## config.mk

```make
export PLATFORM = sky130hd
export DESIGN_NAME = reg64_serial_reader_flat
export DESIGN_NICKNAME = d
export VERILOG_FILES = /design/src/rtl/reg64_serial_reader_if.sv /design/src/rtl/reg64_serial_reader.sv /design/src/flat_wrapper.sv
export SDC_FILE = /design/constraint.sdc
export NUM_CORES = 1
export LEC_CHECK = 0
export ABC_AREA = 1
export BUFFER_PORTS_ARGS = -buffer_cell sky130_fd_sc_hd__buf_2
export CORE_MARGIN = 2
export CORE_UTILIZATION = 55
export CTS_CLUSTER_SIZE = 16
export DETAILED_ROUTE_END_ITERATION = 8
export MAX_ROUTING_LAYER = met4
export PLACE_DENSITY = 0.89
export SETUP_SLACK_MARGIN = 0.3
export SLEW_MARGIN = 20
export SYNTH_ARGS = -nofsm -noshare
export SYNTH_HDL_FRONTEND = slang
export SYNTH_SLANG_ARGS = --single-unit
```

## constraint.sdc

```tcl
create_clock -name clk -period 1.98 [get_ports clk]
set_input_delay 0.198 -clock clk [delete_from_list [all_inputs] [get_ports clk]]
set_output_delay 0.198 -clock clk [all_outputs]
set_load 0.03 [all_outputs]
```

## src/rtl/reg64_serial_reader_if.sv

```systemverilog
// Bus bundle between reg64_serial_reader and its neighbours: frame request, parallel word from
// the register, read strobe back to it, and the qualified serial stream.
interface reg64_serial_reader_if #(
  parameter int unsigned WIDTH = 64
);
  logic             start;
  logic [WIDTH-1:0] data_in;
  logic             read;
  logic             busy;
  logic             sout;
  logic             sout_valid;
  logic             frame_done;

  modport master (
    output start, data_in,
    input  read, busy, sout, sout_valid, frame_done
  );

  modport slave (
    input  start, data_in,
    output read, busy, sout, sout_valid, frame_done
  );
endinterface

```

## src/rtl/reg64_serial_reader.sv

```systemverilog
// Fetches a word from the 64-bit register on start and shifts it out bit-serially.
// Optional feature: define PARITY_EN to append an even-parity bit after the last data bit.
module reg64_serial_reader #(
  parameter int unsigned WIDTH     = 64,
  parameter bit          LSB_FIRST = 1'b1
) (
  input logic                  clk,
  input logic                  rst_n,
  reg64_serial_reader_if.slave bus
);

  localparam int unsigned CntW = $clog2(WIDTH);
  localparam logic [CntW-1:0] LastCnt = CntW'(WIDTH - 1);

  localparam logic [2:0] StIdle    = 3'd0;
  localparam logic [2:0] StFetch   = 3'd1;
  localparam logic [2:0] StCapture = 3'd2;
  localparam logic [2:0] StShift   = 3'd3;
  localparam logic [2:0] StDone    = 3'd4;
`ifdef PARITY_EN
  localparam logic [2:0] StParity  = 3'd5;
`endif

  logic [2:0]       state_q, state_d;
  logic [CntW-1:0]  cnt_q, cnt_d;
  logic [WIDTH-1:0] shreg_q, shreg_d;
  logic             read_q, read_d;
  logic             busy_q, busy_d;
  logic             sout_q, sout_d;
  logic             valid_q, valid_d;
  logic             done_q, done_d;
`ifdef PARITY_EN
  logic             parity_q, parity_d;
`endif

  // Outputs are registered, so each one is derived from the state being entered.
  always_comb begin
    state_d = state_q;
    cnt_d   = cnt_q;
    shreg_d = shreg_q;
    read_d  = 1'b0;
    sout_d  = 1'b1;
    valid_d = 1'b0;
    done_d  = 1'b0;
`ifdef PARITY_EN
    parity_d = parity_q;
`endif
    case (state_q)
      StIdle: begin
        if (bus.start) begin
          state_d = StFetch;
          read_d  = 1'b1;
        end
      end
      StFetch: begin
        state_d = StCapture;
        read_d  = 1'b1;
      end
      StCapture: begin
        // shreg keeps only the bits still to be sent; the first goes straight to sout.
        state_d = StShift;
        cnt_d   = '0;
        valid_d = 1'b1;
        shreg_d = LSB_FIRST ? (bus.data_in >> 1) : (bus.data_in << 1);
        sout_d  = LSB_FIRST ? bus.data_in[0] : bus.data_in[WIDTH-1];
`ifdef PARITY_EN
        parity_d = ^bus.data_in;
`endif
      end
      StShift: begin
        if (cnt_q == LastCnt) begin
`ifdef PARITY_EN
          state_d = StParity;
          sout_d  = parity_q;
          valid_d = 1'b1;
`else
          state_d = StDone;
          done_d  = 1'b1;
`endif
        end else begin
          cnt_d   = cnt_q + 1'b1;
          valid_d = 1'b1;
          sout_d  = LSB_FIRST ? shreg_q[0] : shreg_q[WIDTH-1];
          shreg_d = LSB_FIRST ? (shreg_q >> 1) : (shreg_q << 1);
        end
      end
`ifdef PARITY_EN
      StParity: begin
        state_d = StDone;
        done_d  = 1'b1;
      end
`endif
      StDone: begin
        state_d = StIdle;
      end
      default: begin
        state_d = StIdle;
      end
    endcase
    busy_d = (state_d != StIdle);
  end

  always_ff @(posedge clk or negedge rst_n) begin
    if (!rst_n) begin
      state_q <= StIdle;
      cnt_q   <= '0;
      shreg_q <= '0;
      read_q  <= 1'b0;
      busy_q  <= 1'b0;
      sout_q  <= 1'b1;
      valid_q <= 1'b0;
      done_q  <= 1'b0;
    end else begin
      state_q <= state_d;
      cnt_q   <= cnt_d;
      shreg_q <= shreg_d;
      read_q  <= read_d;
      busy_q  <= busy_d;
      sout_q  <= sout_d;
      valid_q <= valid_d;
      done_q  <= done_d;
    end
  end

`ifdef PARITY_EN
  always_ff @(posedge clk or negedge rst_n) begin
    if (!rst_n) begin
      parity_q <= 1'b0;
    end else begin
      parity_q <= parity_d;
    end
  end
`endif

  assign bus.read       = read_q;
  assign bus.busy       = busy_q;
  assign bus.sout       = sout_q;
  assign bus.sout_valid = valid_q;
  assign bus.frame_done = done_q;

endmodule

```

## src/flat_wrapper.sv

```systemverilog
// flat-port wrapper written by rule: the top's interface ports become plain ports
module reg64_serial_reader_flat 
#(
  parameter int unsigned WIDTH     = 64,
  parameter bit          LSB_FIRST = 1'b1
)
  (clk, rst_n, bus_start, bus_data_in, bus_read, bus_busy, bus_sout, bus_sout_valid, bus_frame_done);
  reg64_serial_reader_if #(.WIDTH(WIDTH)) bus_i ();
  input logic clk;
  input logic rst_n;
  input wire logic [$bits(bus_i.start)-1:0] bus_start;
  input wire logic [$bits(bus_i.data_in)-1:0] bus_data_in;
  output wire logic [$bits(bus_i.read)-1:0] bus_read;
  output wire logic [$bits(bus_i.busy)-1:0] bus_busy;
  output wire logic [$bits(bus_i.sout)-1:0] bus_sout;
  output wire logic [$bits(bus_i.sout_valid)-1:0] bus_sout_valid;
  output wire logic [$bits(bus_i.frame_done)-1:0] bus_frame_done;
  assign bus_i.start = bus_start;
  assign bus_i.data_in = bus_data_in;
  assign bus_read = bus_i.read;
  assign bus_busy = bus_i.busy;
  assign bus_sout = bus_i.sout;
  assign bus_sout_valid = bus_i.sout_valid;
  assign bus_frame_done = bus_i.frame_done;
  reg64_serial_reader #(.WIDTH(WIDTH), .LSB_FIRST(LSB_FIRST)) u_core (.clk(clk), .rst_n(rst_n), .bus(bus_i));
endmodule
```

=== After elaboration in Yosys (flattened, before gate mapping) ===
Index checks and enable logic that the tools add are counted.

* Flip-flop bits (word level): 78
* Input bits: 67
* Word-level logic and storage cells: 33

* Eq/ne operators: 5
* Reduce and logical (&&, ||, !) cells: 4
* Multiplexer cells: 15
* Add/subtract/negate cells: 1

{| class="wikitable"
|+ Operators by type and width
! operator !! count
|-
| 64-bit case mux with 2 select lines || 1
|-
| 64-bit 2-to-1 mux || 1
|-
| 3-bit case mux with 4 select lines || 1
|-
| 6-bit case mux with 2 select lines || 1
|-
| 6-bit by 1-bit adder with 6-bit output (second input constant) || 1
|-
| 3-bit by 2-bit == test with 1-bit output (second input constant) || 2
|-
| 6-bit == test (second input constant) || 1
|-
| 3-bit 2-to-1 mux || 2
|-
| 6-bit 2-to-1 mux || 1
|-
| 1-bit case mux with 2 select lines || 3
|-
| 1-bit 2-to-1 mux || 5
|-
| 3-bit by 1-bit == test with 1-bit output (second input constant) || 1
|-
| 3-bit zero test || 1
|-
| 3-bit nonzero test || 1
|-
| 2-bit inequality test (second input constant) || 1
|-
| 2-bit AND reduction || 1
|-
| 2-bit nonzero test || 1
|}

=== Longest topological paths before layout ===
Gate-level depths: netlist of run 1.

* Word-level depth: 4
* Mapped depth: 9

=== Least setup slack after synthesis of run 1 ===
Ideal clock, no wire load.

* Kind: register -> register
* Start point: register u_core.cnt_q[0]
* End point: register u_core.shreg_q[40]
* Data required time: 1864 ps
* Setup time: 116 ps
* Stages on the path, launching flop included: 10
* Period minus slack after synthesis: 1394 ps
* Arrival time: 1278 ps
* Setup slack: 586 ps
* Cells stage by stage: dfrtp_1 -> ha_1 -> nand3_2 -> nor2_4 -> nand2_4 -> nand2_8 -> inv_4 -> buf_6 -> nand2_1 -> nand2_1

* Longest elaborated chain between the ends: 3

{| class="wikitable"
|+ Ends and longest elaborated chain
! what !! line !! RTL
|-
| start: declaration || reg64_serial_reader.sv:25 || <nowiki>logic [CntW-1:0] cnt_q, cnt_d;</nowiki>
|-
| start signal: assignment || reg64_serial_reader.sv:115 || <nowiki>cnt_q <= cnt_d;</nowiki>
|-
| 6-bit == test || reg64_serial_reader.sv:71 || <nowiki>if (cnt_q == LastCnt) begin</nowiki>
|-
| 2-bit inequality test (no line) || - ||
|-
| 2-bit AND reduction (no line) || - ||
|-
| end signal: assignment || reg64_serial_reader.sv:116 || <nowiki>shreg_q <= shreg_d;</nowiki>
|-
| end: declaration || reg64_serial_reader.sv:26 || <nowiki>logic [WIDTH-1:0] shreg_q, shreg_d;</nowiki>
|}

No other way between the ends.
A chain may end at the register's enable or synchronous reset.

=== Final worst setup path of run 1 ===
Same ends and word-level chain as after synthesis.

==> results of run 1 <==
state kept, by name, indices dropped and copies added, names as in the netlist:
signal / cells
u_core.bus.sout: 1
u_core.bus.read: 1
u_core.shreg_q: 63
u_core.bus.frame_done: 1
u_core.cnt_q: 6
u_core.bus.busy: 1
u_core.bus.sout_valid: 1
u_core.state_q: 3
stage by stage:
stage | worst slack (ns) | std cells | util, % | power, mW
6_report | 0.415 | 694 | 65.3 | 3.02
5_1_grt | 0.316 | 694 | 65.3 | 3.15
3_5_place_dp | 0.162 | 678 | 61.4 | 1.77
4_1_cts | 0.300 | 694 | 64.9 | 3.05
3_3_place_gp | 0.237 | 678 | 61.4 | 1.76
2_1_floorplan | 0.586 | 532 | - | 1.66
timing repair:
action                                 4_1_cts  5_1_grt
endpoints found under the hold margin       48        0
gates resized for setup                      4        8
setup endpoints to repair                   68       71
hold buffers                                 1        0
metal layers:
layer  GRT usage (%)  up-vias
li1                -     1712
met4            9.65        0
met3            4.34       14
met1            28.5     1558
met2            38.4       94
met5               -        -
path summary, 6_finish.rpt:
| kind | slack (ns) | depth (start not counted) | to | from |
|---|---|---|---|---|
| worst max-delay path | 0.42 | 8 | u_core.shreg_q[40]$_DFFE_PN0P_ | u_core.cnt_q[0]$_DFFE_PN0P_ |
| worst min-delay path | 0.11 | 3 | u_core.shreg_q[62]$_DFFE_PN0P_ | bus_data_in[63] |
| worst max register to register | 0.42 | 8 | u_core.shreg_q[40]$_DFFE_PN0P_ | u_core.cnt_q[0]$_DFFE_PN0P_ |
| worst min register to register | 0.45 | 1 | u_core.bus.busy$_DFF_PN0_ | u_core.state_q[2]$_DFF_PN0_ |
| max in group asynchronous | 0.95 | 3 | u_core.cnt_q[0]$_DFFE_PN0P_ | rst_n |
| min in group asynchronous | 0.42 | 2 | u_core.bus.busy$_DFF_PN0_ | rst_n |
layout make-up:
cell class,instances,area (µm²)
fill,590,2360
sequential,77,1930
multi-input combinational,415,1660
timing repair buffer,77,443
clock buffer,11,141
tap,96,120
clock inverter,4,72.6
inverter,14,67.6
power by group through the flow:
stage | Clock (mW) | Sequential (mW) | Combinational [mW]
after floorplan | 0 | 1.63 | 0.0258
after global placement | 0 | 1.63 | 0.135
after detailed placement | 0 | 1.63 | 0.138
after CTS | 1.31 | 1.60 | 0.140
after global routing | 1.39 | 1.60 | 0.155
final | 1.29 | 1.60 | 0.137
worst max-delay path, cell delays in order, from the launching register on:
cell	delay (ns)
dfrtp_2	0.41
ha_1	0.21
nand3_2	0.13
nor2_4	0.15
nand2_4	0.09
nand2_8	0.11
buf_12	0.21
nand2_1	0.09
nand2_1	0.08
kinds of logic after synthesis:
logic type	Yosys count	synth area share, %
compound gates	12	1.89
flops	77	50.1
simple gates	399	40.3
xor+xnor	3	0.683
buf+inv	40	6.67
fa+ha+maj	1	0.325
cells in the mapped netlist:
library cell,n
xor2_1,2
inv_1,11
nand2_8,1
nor2_4,2
buf_4,6
nand2_4,1
dfrtp_1,76
nor3_1,1
o21bai_1,2
inv_4,1
a21oi_2,1
ha_1,1
a21oi_1,2
dfstp_2,1
o21ai_1,3
xnor2_1,1
nand3_2,1
buf_6,9
nor2_1,1
o21ai_0,2
buf_2,11
o31ai_1,1
a31oi_1,1
nand2_1,387
inv_2,2
nand3_1,5
==> results.yml, run 1 <==
status:
  status: "completed"
route:
  finalWirelength_mm: 8.07
  routed-wl-met3_um: 386
  wire_per_inst_um: 11.6
  drtAntennaViolNets: 0
  wl_met2_mm: 3.98
  first_iter_violations: 334
  wl_met1_mm: 3.55
  firstDrtPassIters: 5
  routed_via_density: 4.87
  drc: 0
  num_vias: 3378
  highest_layer: "met4"
power_and_ir_drop:
  power.density_nw_per_um2: 681
  pwr-share-clk_pct: 42.5
  power.switching_uw: 631
  p_seq_share_pct: 52.9
  ir_worst_vdd_uv: 611
  p_comb_share_pct: 4.5
  swShare_pct: 20.9
  leakage_nw: 2.67
  p_int_mw: 2.39
worst_setup_path:
  cp_max_fo: 40
  crit_required_ns: 2.26
  worst_setup_path_end_kind: "register"
  start_kind: "register"
  crit_type: "reg -> reg"
  crit_arrival_ns: 1.85
sta:
  clock.fmax_mhz: 639
  fin_skew_ns: 0.00999
  tightest_slew_ns: 0.650
  layout_min_cycle_time_ns: 1.56
  rsz0062_at_grt: "no"
  finalCritPeriodShare_pct: 79.0
  relSlewSlack_pct: 56.6
  fin_tns_setup_ns: 0
  final-max-slew-violation-count: 0
  finalHoldViolCount: 0
  setup_viol: 0
  holdWs_ns: 0.115
clocking:
  cts_max_path_buffers: 2
  numCtsBuffers: 9
  clock-sinks: 77
  cts.clk_slew.worst_paths_ns: 0.07
  root_buffer: "clkbuf_8"
  post_cts_buffers: 0
  cts_max_level: 3
  insertion_delay_ns: 0.35
  cts_tree: "yes"
place:
  dpl_cell_area_um2: 4170
  dp_hpwl_mm: 5.02
  gp_congestion: 0.806
  port_buffers: 71
cells_and_area:
  drive_gt1_share_pct: 16.9
  nNetsFinal: 662
  final_common_cell: "nand2_1"
  final_cell_mix: "nand2_1, dfrtp_1, buf_2"
  n_antenna_cell: 0
  fin_area_um2: 4440
  syn_to_final_growth_pct: 15.3
floorplan:
  rows: 30
  core_area_um2: 6790
  ios: 72
  start_util_pct: 56.6
  dieArea_um2: 7680
  dieHeight_um: 87.6
  die_w_um: 87.6
grt:
  grt_pass1_wl_mm: 13.6
  globalRouteTotalUtil_pct: 23.4
  grt_overflow: 0
  antenna_found_initial: 0
  grt_max_degree: 65
  first_global_vias: 3203
logic_synthesis:
  synthTopCellsByArea: "dfrtp_1, nand2_1, buf_6"
  avgSynthCellArea_um2: 7.23
  synth_nets: 600
  synth_top_area_share_pct: 49.4
  synth-seq-area-share_pct: 50.1
  yosysUniqueCellTypes: 26
  syn_inst: 532
  synth_warnings: 0
  synth_top_cell_by_area: "dfrtp_1"
  synth-seq-cells: 77
  syn_area_um2: 3850
worst_hold_path:
  hp-class: "in -> reg"
job:
  drv_cap: 0
Power figures use the tool's default switching activity.
==> run 2: changes to the inputs <==
ABC_AREA = 0   (was 1)
CORE_UTILIZATION = 58   (was 55)
PLACE_DENSITY = 0.91   (was 0.89)
clock period = 1.55 ns   (was 1.98 ns; I/O delays follow)
==> run 2 against run 1 <==
  * The run now ends with setup timing left
  * Sequential share of layout area shrank 15 points
  * Synthesized cell count shrank 3.0%
  * Synthesized area grew 26%
  * Wire length grew to 2.6 times the previous value
  * Combinational power grew 47%
==> results.yml, run 2 <==
cells_and_area:
  syn_to_final_growth_pct: 39.0
  final_cell_mix: "dfrtp_1, buf_2, nand4_1"
  drive_gt1_share_pct: 41.2
  multi_input_area_um2: 2970
  regMostFlops: "u_core.shreg_q"
  reg.largest.list: "u_core.shreg_q: 63 flops, u_core.cnt_q: 6 flops, u_core.state_q: 3 flops"
  final_common_cell: "dfrtp_1"
  largest_reg_flops: 63
  fill_cells: 400
  nNetsFinal: 662
  regArea_um2: 1940
logic_synthesis:
  synth-edff-count: 0
  syn_area_um2: 4850
  synth-seq-cells: 77
  synth_top_cell_by_area: "dfrtp_1"
  syn_inst: 516
  yosysMostFrequentCell: "dfrtp_1"
  avgSynthCellArea_um2: 9.39
  synth_nets: 584
  synth_warnings: 0
  synth_top_area_share_pct: 39.2
  postSynth.asyncResetShare_pct: 100
  synth_common_cells: "dfrtp_1, a21oi_1, nand4_1, nand3_1, o2111ai_1"
  synth-seq-area-share_pct: 39.8
  yosysUniqueCellTypes: 38
  ys.flop_type: "dfrtp_1"
  synthTopCellsByArea: "dfrtp_1, o2111ai_1, nor4bb_1"
floorplan:
  dieArea_um2: 9100
  start_util_pct: 59.3
  die_w_um: 95.4
  core_area_um2: 8180
  rows: 33
  dieHeight_um: 95.4
  ios: 72
worst_setup_path:
  start_kind: "register"
  cp_slowest_cell: "dfrtp_1"
  r2r-start: "u_core.cnt_q[1]$_DFFE_PN0P_"
  max_stage_delay_ns: 0.47
  cp_cell_sequence: "ha_4 -> and2_4 -> buf_12 -> buf_4 -> nand4_1 -> nand3_1"
  cp_max_fo: 8
  reg2regPathDepth: 6
  worst_setup_path_end_kind: "register"
  crit_required_ns: 1.85
  crit_arrival_ns: 1.94
  reg2reg_slack_ns: -0.09
  crit_type: "reg -> reg"
  r2r-end: "u_core.shreg_q[28]$_DFFE_PN0P_"
status:
  violations: "setup timing"
  status: "finished, violations left"
grt:
  grt_pass1_wl_mm: 26.6
  grt_overflow: 0
  first_global_vias: 4986
  grt_max_degree: 59
  globalRouteTotalUtil_pct: 39.0
  antenna_found_initial: 1
clocking:
  clock-sinks: 77
  cts_max_level: 3
  cts_tree: "yes"
  cts.clk_slew.worst_paths_ns: 0.09
  cts_max_path_buffers: 2
  numCtsBuffers: 9
  root_buffer: "clkbuf_8"
  insertion_delay_ns: 0.36
route:
  drc: 0
  wire_per_inst_um: 29.9
  routed_via_density: 8.38
  drtAntennaViolNets: 0
  finalWirelength_mm: 21.0
  num_vias: 5911
  firstDrtPassIters: 7
  first_iter_violations: 1092
sta:
  setup_slack_ns: -0.0947
  finalHoldViolCount: 0
  finalCritPeriodShare_pct: 106
  setup_viol: 18
  relSlewSlack_pct: 69.3
  clock.fmax_mhz: 608
  holdWs_ns: 0.0714
  rsz0062_at_grt: "yes"
  fin_skew_ns: 0.0109
  tightest_slew_ns: 0.454
  layout_min_cycle_time_ns: 1.64
  final-max-slew-violation-count: 0
place:
  gp_congestion: 0.851
  dp_hpwl_mm: 7.80
  port_buffers: 71
  pre_cts_slack_ns: 0.0568
worst_hold_path:
  holdPathStages: 2
  hp-class: "in -> reg"
  holdPathEnd: "u_core.shreg_q[62]$_DFFE_PN0P_"
  holdCritStartpoint: "bus_data_in[63]"
power_and_ir_drop:
  ir_worst_vdd_uv: 602
  power.density_nw_per_um2: 621
  leakage_nw: 2.95
job:
  drv_cap: 0
## run 2: timing repair
item                                    in CTS  in global routing
endpoints found under the setup margin      75                 74
hold buffers                                 1                  0
gates resized for setup                     56                 49
cloned                                       8                 10
hold endpoints to repair                    25                  0
pin swaps                                   24                 31
buffers inserted                            19                  5
## run 2: metrics by stage
stage	utilization [%]	instance area [µm²]	TNS [ns]	cells	power, mW
final	82.4	6740	-0.515	705	4.18
after global placement	65.4	5340	0	645	2.25
after floorplan	-	4940	0	516	2.13
after global routing	82.4	6740	-0.393	705	4.27
after detailed placement	65.4	5340	0	645	2.26
after CTS	75.6	6180	0	689	4.09
## run 2: routing by layer
metal	part of all wire [%]	wire length, µm	GRT usage (%)	vias to the layer above
li1	-	-	-	2273
met1	34	7140	49.1	2731
met2	42	8930	59.3	670
met3	15	3140	9.17	237
met4	8.7	1840	19.3	0
met5	0	0	-	-
## run 2: worst max path at each step
stage               cells after the start                        start  slack [ns]                        endpoint
global route                            6  u_core.cnt_q[1]$_DFFE_PN0P_       -0.09  u_core.shreg_q[28]$_DFFE_PN0P_
global placement                        4  u_core.cnt_q[3]$_DFFE_PN0P_        0.17  u_core.shreg_q[48]$_DFFE_PN0P_
CTS                                     7  u_core.state_q[2]$_DFF_PN0_        0.16  u_core.shreg_q[38]$_DFFE_PN0P_
finish                                  6  u_core.cnt_q[1]$_DFFE_PN0P_       -0.09  u_core.shreg_q[28]$_DFFE_PN0P_
detailed placement                      4  u_core.cnt_q[0]$_DFFE_PN0P_        0.06     u_core.cnt_q[0]$_DFFE_PN0P_
floorplan                               5  u_core.cnt_q[1]$_DFFE_PN0P_        0.19     u_core.cnt_q[0]$_DFFE_PN0P_
## run 2: area by class of cell
type                            count  area share (%)
Inverter                            3           0.167
Antenna cell                        1          0.0372
Tap cell                          105            1.95
Multi-Input combinational cell    359            44.1
Timing Repair Buffer              144            21.4
Clock buffer                       12            2.15
Clock inverter                      4            1.41
Sequential cell                    77            28.8
## run 2: power by group
group / switching [mW] / internal (mW)
combinational: 0.0940 / 0.107
clock: 0.810 / 1.11
sequential: 0.0271 / 2.03
## run 2: critical path: cells and delay by family (launching register included)
| kind | cells | cell delay (ns) |
|---|---|---|
| simple gates | 3 | 0.61 |
| fa+ha+maj | 1 | 0.23 |
| flops | 1 | 0.47 |
| buf+inv | 2 | 0.28 |
## run 2: cells by family after synthesis
logic type / after synthesis / synth area share (%)
AND/OR/NAND/NOR: 210 / 30.8
AO/OA/AOI/OAI: 145 / 20.4
buffers and inverters: 82 / 8.54
flip-flops: 77 / 39.8
multiplexers: 1 / 0.207
adder cells (fa/ha/maj): 1 / 0.258
